--- config.mk ---
export PLATFORM = sky130hd
export DESIGN_NAME = hand_writer
export DESIGN_NICKNAME = d
export VERILOG_FILES = /design/src/rtl/hand_writer.sv
export SDC_FILE = /design/constraint.sdc
export NUM_CORES = 1
export LEC_CHECK = 0
export ABC_AREA = 1
export CELL_PAD_IN_SITES_DETAIL_PLACEMENT = 1
export CELL_PAD_IN_SITES_GLOBAL_PLACEMENT = 1
export CORE_ASPECT_RATIO = 1.25
export CORE_MARGIN = 2
export CORE_UTILIZATION = 41
export CTS_BUF_LIST = sky130_fd_sc_hd__clkbuf_4
export DETAILED_ROUTE_END_ITERATION = 16
export PLACE_DENSITY_LB_ADDON = 0.3
export SYNTH_ARGS = -nofsm -noshare
export SYNTH_HDL_FRONTEND = slang
export SYNTH_SLANG_ARGS = --single-unit
--- constraint.sdc ---
create_clock -name clk -period 3.2 [get_ports clk]
set_input_delay 0.96 -clock clk [delete_from_list [all_inputs] [get_ports clk]]
set_output_delay 0.96 -clock clk [all_outputs]
set_load 0.02 [all_outputs]
--- src/rtl/hand_writer.sv ---
// Write-side controller for the blackjack game-state RAM: appends dealt cards to the
// player/dealer hand regions, rewrites count and score after each card, and clears hands.
//
// state    | meaning
// ---------+---------------------------------------------------------------
// IDLE     | waiting for a card or a clear request
// WR_CARD  | write card byte to slot at old count; update count/sum/ace
// WR_COUNT | write new card count of the target hand
// WR_SCORE | write new score of the target hand
// CLR_PC   | write 0 to player count
// CLR_PS   | write 0 to player score
// CLR_DC   | write 0 to dealer count
// CLR_DS   | write 0 to dealer score
module hand_writer #(
   parameter int ADDR_WIDTH = 5,
   parameter int DATA_WIDTH = 8,
   parameter int MAX_CARDS  = 11
) (
   input  logic                  clk,
   input  logic                  rst,
   input  logic                  card_valid,
   output logic                  card_ready,
   input  logic [3:0]            card_rank,
   input  logic [1:0]            card_suit,
   input  logic                  card_is_dealer,
   input  logic                  clear_hands,
   output logic [ADDR_WIDTH-1:0] addr_wr,
   output logic [DATA_WIDTH-1:0] data_in,
   output logic                  write_en,
   output logic [3:0]            player_count,
   output logic [3:0]            dealer_count,
   output logic [4:0]            player_score,
   output logic [4:0]            dealer_score,
   output logic                  player_bust,
   output logic                  dealer_bust,
   output logic                  err_full,
   output logic                  err_rank,
   output logic                  busy
);

   typedef enum logic [2:0] {
      IDLE, WR_CARD, WR_COUNT, WR_SCORE, CLR_PC, CLR_PS, CLR_DC, CLR_DS
   } state_t;

   localparam logic [ADDR_WIDTH-1:0] A_P_CARD  = ADDR_WIDTH'(8'h00);
   localparam logic [ADDR_WIDTH-1:0] A_P_COUNT = ADDR_WIDTH'(8'h0B);
   localparam logic [ADDR_WIDTH-1:0] A_D_CARD  = ADDR_WIDTH'(8'h0C);
   localparam logic [ADDR_WIDTH-1:0] A_D_COUNT = ADDR_WIDTH'(8'h17);
   localparam logic [ADDR_WIDTH-1:0] A_P_SCORE = ADDR_WIDTH'(8'h1B);
   localparam logic [ADDR_WIDTH-1:0] A_D_SCORE = ADDR_WIDTH'(8'h1C);
   localparam logic [3:0]            MAX_CNT   = 4'(MAX_CARDS);

   state_t     state, state_nxt;
   logic [3:0] lat_rank;
   logic [1:0] lat_suit;
   logic       lat_dealer;
   logic [6:0] p_sum, d_sum;
   logic       p_ace, d_ace;
   logic       clr_pend;
   logic       rank_ok, tgt_full, clr_start, accept, card_go;
   logic [6:0] card_value;

   function automatic logic [4:0] score_of(input logic [6:0] hs, input logic ace);
      logic [6:0] s;
      s = (ace && hs <= 7'd11) ? hs + 7'd10 : hs;
      return (s > 7'd31) ? 5'd31 : s[4:0];
   endfunction

   assign rank_ok    = (card_rank != 4'd0) && (card_rank <= 4'd13);
   assign tgt_full   = card_is_dealer ? (dealer_count == MAX_CNT) : (player_count == MAX_CNT);
   assign clr_start  = (state == IDLE) && (clear_hands || clr_pend);
   assign card_ready = (state == IDLE) && !clear_hands && !clr_pend;
   assign accept     = card_valid && card_ready;
   assign card_go    = accept && rank_ok && !tgt_full;
   assign card_value = (lat_rank == 4'd1)  ? 7'd1 :
                       (lat_rank >= 4'd10) ? 7'd10 : {3'b000, lat_rank};

   assign player_score = score_of(p_sum, p_ace);
   assign dealer_score = score_of(d_sum, d_ace);
   assign player_bust  = player_score > 5'd21;
   assign dealer_bust  = dealer_score > 5'd21;
   assign busy         = state != IDLE;

   always_ff @(posedge clk) begin
      if (rst) state <= IDLE;
      else     state <= state_nxt;
   end

   always_comb begin
      state_nxt = state;
      case (state)
         IDLE: begin
            if (clr_start)    state_nxt = CLR_PC;
            else if (card_go) state_nxt = WR_CARD;
         end
         WR_CARD:  state_nxt = WR_COUNT;
         WR_COUNT: state_nxt = WR_SCORE;
         WR_SCORE: state_nxt = IDLE;
         CLR_PC:   state_nxt = CLR_PS;
         CLR_PS:   state_nxt = CLR_DC;
         CLR_DC:   state_nxt = CLR_DS;
         CLR_DS:   state_nxt = IDLE;
         default:  state_nxt = IDLE;
      endcase
   end

   // RAM port decodes from registered state and hand registers only
   always_comb begin
      write_en = 1'b0;
      addr_wr  = '0;
      data_in  = '0;
      case (state)
         WR_CARD: begin
            write_en = 1'b1;
            addr_wr  = lat_dealer ? A_D_CARD + ADDR_WIDTH'(dealer_count)
                                  : A_P_CARD + ADDR_WIDTH'(player_count);
            data_in  = DATA_WIDTH'({lat_suit, lat_rank});
         end
         WR_COUNT: begin
            write_en = 1'b1;
            addr_wr  = lat_dealer ? A_D_COUNT : A_P_COUNT;
            data_in  = DATA_WIDTH'(lat_dealer ? dealer_count : player_count);
         end
         WR_SCORE: begin
            write_en = 1'b1;
            addr_wr  = lat_dealer ? A_D_SCORE : A_P_SCORE;
            data_in  = DATA_WIDTH'(lat_dealer ? dealer_score : player_score);
         end
         CLR_PC: begin write_en = 1'b1; addr_wr = A_P_COUNT; end
         CLR_PS: begin write_en = 1'b1; addr_wr = A_P_SCORE; end
         CLR_DC: begin write_en = 1'b1; addr_wr = A_D_COUNT; end
         CLR_DS: begin write_en = 1'b1; addr_wr = A_D_SCORE; end
         default: ;
      endcase
   end

   always_ff @(posedge clk) begin
      if (rst) begin
         lat_rank     <= '0;
         lat_suit     <= '0;
         lat_dealer   <= 1'b0;
         player_count <= '0;
         dealer_count <= '0;
         p_sum        <= '0;
         d_sum        <= '0;
         p_ace        <= 1'b0;
         d_ace        <= 1'b0;
         clr_pend     <= 1'b0;
         err_rank     <= 1'b0;
         err_full     <= 1'b0;
      end else begin
         err_rank <= 1'b0;
         err_full <= 1'b0;
         if (clear_hands && state != IDLE) clr_pend <= 1'b1;
         case (state)
            IDLE: begin
               if (clr_start) begin
                  clr_pend     <= 1'b0;
                  player_count <= '0;
                  dealer_count <= '0;
                  p_sum        <= '0;
                  d_sum        <= '0;
                  p_ace        <= 1'b0;
                  d_ace        <= 1'b0;
               end else if (accept) begin
                  if (!rank_ok)      err_rank <= 1'b1;
                  else if (tgt_full) err_full <= 1'b1;
                  else begin
                     lat_rank   <= card_rank;
                     lat_suit   <= card_suit;
                     lat_dealer <= card_is_dealer;
                  end
               end
            end
            WR_CARD: begin
               if (lat_dealer) begin
                  dealer_count <= dealer_count + 4'd1;
                  d_sum        <= d_sum + card_value;
                  if (lat_rank == 4'd1) d_ace <= 1'b1;
               end else begin
                  player_count <= player_count + 4'd1;
                  p_sum        <= p_sum + card_value;
                  if (lat_rank == 4'd1) p_ace <= 1'b1;
               end
            end
            default: ;
         endcase
      end
   end

endmodule

Word-level counts from Yosys, hierarchy flattened
Index checks and enable logic that the tools add are counted.
Cells by class
  add/subtract/negate cells: 7
  divide/modulo/power cells: 0
  multiply operators: 0
  reductions and logical operators: 27
  magnitude comparators: 8
  bitwise gates (word level): 5
  multiplexer cells: 39
  shift operators: 0
  eq/ne operators: 15
Operator list (number)
  7-bit two-way mux: 5
  5-bit case mux with 7 select lines: 1
  7-bit case mux with 2 select lines: 2
  5-bit two-way mux: 5
  4-bit two-way mux: 6
  3-bit case mux with 7 select lines: 1
  6-bit case mux with 3 select lines: 1
  4-bit case mux with 2 select lines: 2
  7-bit by 4-bit adder with 7-bit output: 2
  7-bit by 4-bit adder with 7-bit output, second input constant: 2
  7-bit by 5-bit greater-than comparator with 1-bit output, second input constant: 2
  7-bit by 4-bit less-or-equal comparator with 1-bit output, second input constant: 2
  3-bit equality test, second input constant: 4
  1-bit two-way mux: 11
  5-bit greater-than comparator, second input constant: 2
  1-bit logical AND: 10
  3-bit two-way mux: 3
  4-bit by 1-bit adder with 4-bit output, second input constant: 2
  4-bit equality test, second input constant: 2
  2-bit inequality test, second input constant: 4
  4-bit AND reduction: 2
  7-bit OR reduction: 1
  3-bit by 2-bit equality test with 1-bit output, second input constant: 2
  3-bit AND reduction: 2
  other kinds (18): 25
Word-level totals
  bits in latches: 0
  bits of input ports: 11
  bits in read-only memories: 0
  RAM bits: 0
  memories: 0
  bits in registers: 37

Logic depth before layout (Yosys ltp)
Gate-level depths: netlist of run 1.
  depth in word-level cells: 9
  gate-level depth with buffers: 12
  depth with buffers taken out: 12

Worst setup path before layout of run 1
Ideal clock, no wire load.
  kind: register to output
  start point: register p_sum[1]
  end point: output port player_bust
  setup slack: 0.611 ns
  buffers on the path: 0
  stages on the path, launching flop included: 10
  data arrival time: 1.629 ns
  data required time: 2.240 ns
  path through: dfxtp_1 ha_1 nand3_1 nand2_1 nand2_1 nand2_2 nand2_1 nand3_1 nand2_1 a21boi_1
On the way
  longest elaborated chain between the ends: 6
  elaborated cells between the ends (all ways): 7
  classes of those cells: 1 x add/sub; 3 x order compare; 2 x mux; 1 x reduce/logical
RTL lines
  start, declared: line 57  | logic [6:0] p_sum, d_sum;
  start signal, assigned: line 182  | p_sum <= p_sum + card_value;
  7-bit by 4-bit less-or-equal comparator with 1-bit output: line 65  | s = (ace && hs <= 7'd11) ? hs + 7'd10 : hs;
  1-bit logical AND: line 65
  7-bit two-way mux (*): line 65
  7-bit by 5-bit greater-than comparator with 1-bit output: line 66  | return (s > 7'd31) ? 5'd31 : s[4:0];
  5-bit two-way mux (*): line 66
  via player_score[1]: line 32  | output logic [4:0] player_score,
  5-bit greater-than comparator (*): line 80  | assign player_bust = player_score > 5'd21;
  end, declared: line 34  | output logic player_bust,
Mark *: on every way through the listed nets, which the timed path passes. The rest lies on a longest branch.

Final worst setup path of run 1
  start point: register dealer_count[2]
  end point: output port addr_wr[3]
On the way
  longest elaborated chain between the ends: 3
RTL lines
  start, declared: line 31  | output logic [3:0] dealer_count,
  start signal, assigned: line 177  | dealer_count <= dealer_count + 4'd1;
  4-bit by 4-bit adder with 5-bit output: line 115  | addr_wr = lat_dealer ? A_D_CARD + ADDR_WIDTH'(dealer_count)
  5-bit two-way mux: line 115
  5-bit case mux with 7 select lines: line 112  | case (state)
  end, declared: line 27  | output logic [ADDR_WIDTH-1:0] addr_wr,
Every way passes these cells.

==> flow_summary.json, run 1 <==
{
  "rows": 32,
  "min_period_ns": 3.08,
  "area_growth_pct": 25.9,
  "drc": 0,
  "synthDistinctLibCells": 44,
  "synth_area_leaders": "dfxtp_1 (29%), nand2_1 (13%), a21oi_1 (8.3%)",
  "setup_viol": 0,
  "synth_edf_count": 0,
  "core_area_mm2": 0.00613,
  "crit_path_cell_trace": "inv_2 -> ha_1 -> a21oi_1 -> nand2_1 -> o221ai_1 -> clkdlybuf4s50_1",
  "num-fill-cells": 817,
  "gr-usage-met2": 0.429,
  "hold_violations": 0,
  "critPathTopFamily": "buffers and inverters",
  "p_sw_uw": 610,
  "antenna_found_initial": 0,
  "grt_use_total": 0.240,
  "portBuffers": 46,
  "dieArea_mm2": 0.00698,
  "yosysMostFrequentCell": "nand2_1",
  "synthesis.area_mm2": 0.00259,
  "seq_area_um2": 746,
  "combPwrFrac": 0.412,
  "synth_seq_area_share": 0.286,
  "ctsHoldBuffers": 0,
  "maxCapViolCount": 0,
  "internal_power_uw": 898,
  "rsz0062_at_grt": "false",
  "slowest_stage": "clkdlybuf4s50_1",
  "met3_usage": 0.0359,
  "netlist.top_cell.by_area": "dfxtp_1",
  "p_per_area_mw_per_mm2": 462,
  "slowest_delay_ns": 0.65,
  "wl_mm": 7.80,
  "start_kind": "register",
  "drt-pass1-iter-count": 4,
  "period_share": 0.963,
  "cp_data_arrival_time_ns": 2.12,
  "die_h_um": 92.9,
  "seq_power_share": 0.365,
  "fin_total_pwr_uw": 1510,
  "grt-ovfl-total": 0,
  "htreeDepth": 2,
  "ys_ff_latch": 37,
  "insertedDiodeCount": 0,
  "hold-worst-slack_ns": 0.475,
  "drive_gt1_frac": 0.135,
  "vdd_drop_max_v": 0.000325,
  "slew_violations": 0,
  "hp-class": "register to register",
  "fin_util": 0.533,
  "final_nets": 450,
  "synth_top_area_share": 0.286,
  "cts-buffers-inserted": 5,
  "relSlewSlack": 0.482,
  "clock_power_share": 0.223,
  "wl_per_cell_um": 15.4,
  "yosys_warnings": 0,
  "swShare": 0.405,
  "multi_input_area_mm2": 0.00164,
  "critPathKind": "register to primary output",
  "total_leakage_power_uw": 0.00156,
  "start_util": 0.423,
  "clkTransAtPathRegs_ns": 0.12,
  "io_pins": 49,
  "insertion_delay_ns": 0.35,
  "syn_area_per_cell_um2": 7.01,
  "busiest_layer": "met2",
  "detailed_place_hpwl_mm": 6.27,
  "grt_pass1_vias": 2816,
  "gp_congestion": 0.874,
  "endpoint_kind": "primary output",
  "drt_iter0_markers": 78,
  "cts-resized-gates": 16,
  "grt_max_degree": 28,
  "vias_per_cell": 5.32,
  "grt_use_met1": 0.283,
  "vias": 2705,
  "crit_buf_inv": 2,
  "die_w_um": 75.1,
  "clock_path_buffers": 2,
  "worst_pin_slew_ns": 0.769,
  "synth_common_cells": "nand2_1 (89), a21oi_1 (43), nand3_1 (41), inv_1 (39), dfxtp_1 (37)",
  "ant_nets": 0,
  "synthArstFlopShare": 0,
  "status": "finished clean",
  "synthCells": 370,
  "cts_tree": "yes",
  "max_freq_mhz": 324,
  "finClkSkew_ns": 0.0106,
  "synth_flop_cell": "dfxtp_1",
  "grt_pass1_wl_mm": 13.1,
  "clock_sinks": 37,
  "path_max_fanout": 6,
  "required_ns": 2.24,
  "cts-root-buf": "clkbuf_4",
  "cts_setup_buffers": 0
}
-- area by class of cell --
cell class / count / area share
inverter: 46 / 0.0540
multi-input combinational: 279 / 0.503
sequential: 37 / 0.228
tap: 85 / 0.0326
timing repair buffer: 53 / 0.158
clock buffer: 6 / 0.0138
clock inverter: 2 / 0.0103
-- tightest hold or removal path, cell delays in order, from the launching register on --
cell and delay, ns:
dfxtp_1 0.33, nand2_1 0.06, a21oi_1 0.05
-- power by group through the flow --
stage / logic (uW) / registers [uW] / clock network (uW)
after floorplan: 395 / 553 / 0
after global routing: 686 / 555 / 363
final: 622 / 550 / 337
after detailed placement: 628 / 558 / 0
after CTS: 629 / 549 / 340
after global placement: 611 / 555 / 0
-- metal layers --
metal	wire (um)	vias to the layer above
met5	0	-
met4	230	0
met3	302	12
met2	4100	55
met1	3170	1303
li1	-	1335
-- sequential cells by signal (all words and copies together) (netlist names) --
| signal | flops |
|---|---|
| clr_pend | 1 |
| d_ace | 1 |
| d_sum | 7 |
| dealer_count | 4 |
| err_full | 1 |
| err_rank | 1 |
| lat_dealer | 1 |
| lat_rank | 4 |
| lat_suit | 2 |
| p_ace | 1 |
| p_sum | 7 |
| player_count | 4 |
| state | 3 |
-- metrics by stage --
stage          cells  cell area, um2  TNS [ns]  setup slack (ns)
6_report         508            3260         0             0.117
5_1_grt          508            3260         0            0.0106
4_1_cts          508            3250         0           0.00491
3_5_place_dp     500            3170    -0.138            -0.138
3_3_place_gp     500            3170   -0.0943           -0.0943
2_1_floorplan    371            2600         0             0.611
-- path summary, 6_finish.rpt --
path | cells after the start | to | slack [ns] | from
max | 6 | addr_wr[3] | 0.12 | dealer_count[2]
min | 2 | lat_suit[1] | 0.48 | lat_suit[1]
max reg2reg | 10 | p_sum[6] | 0.89 | lat_rank[3]
min reg2reg | 2 | lat_suit[1] | 0.48 | lat_suit[1]
-- cells in the final DEF (no fill, tap or decap), types with 4 or more instances in the layout --
cell type        instances
dfxtp_1                 33
nand3_1                 41
ha_1                    15
inv_1                   39
clkbuf_4                 6
nand2_1                 88
dlygate4sd2_1            8
nor3_1                   4
nand2_2                  4
nor2_2                   6
o21ai_0                 12
dlymetal6s2s_1           9
nor2_1                  16
dfxtp_2                  4
nand2_4                  5
a21oi_1                 43
buf_4                    7
clkdlybuf4s50_1         27
inv_2                    4
nand4_1                  5
-- logic make-up after synthesis --
family	Yosys count	share of synthesized area
muxes	1	0.00386
AOI/OAI and AO/OA	75	0.174
adders and majority gates	17	0.0878
buffers and inverters	55	0.0864
other	1	0.00145
and+or+nand+nor	180	0.347
xor gates and xnor gates	4	0.0135
DFF	37	0.286
Power figures use the tool's default switching activity.
==> inputs of run 2 (changes only) <==
- SLEW_MARGIN: not set -> 20
==> results of run 2 <==
The final DEF is identical to that of run 1; final timing and power are the same.
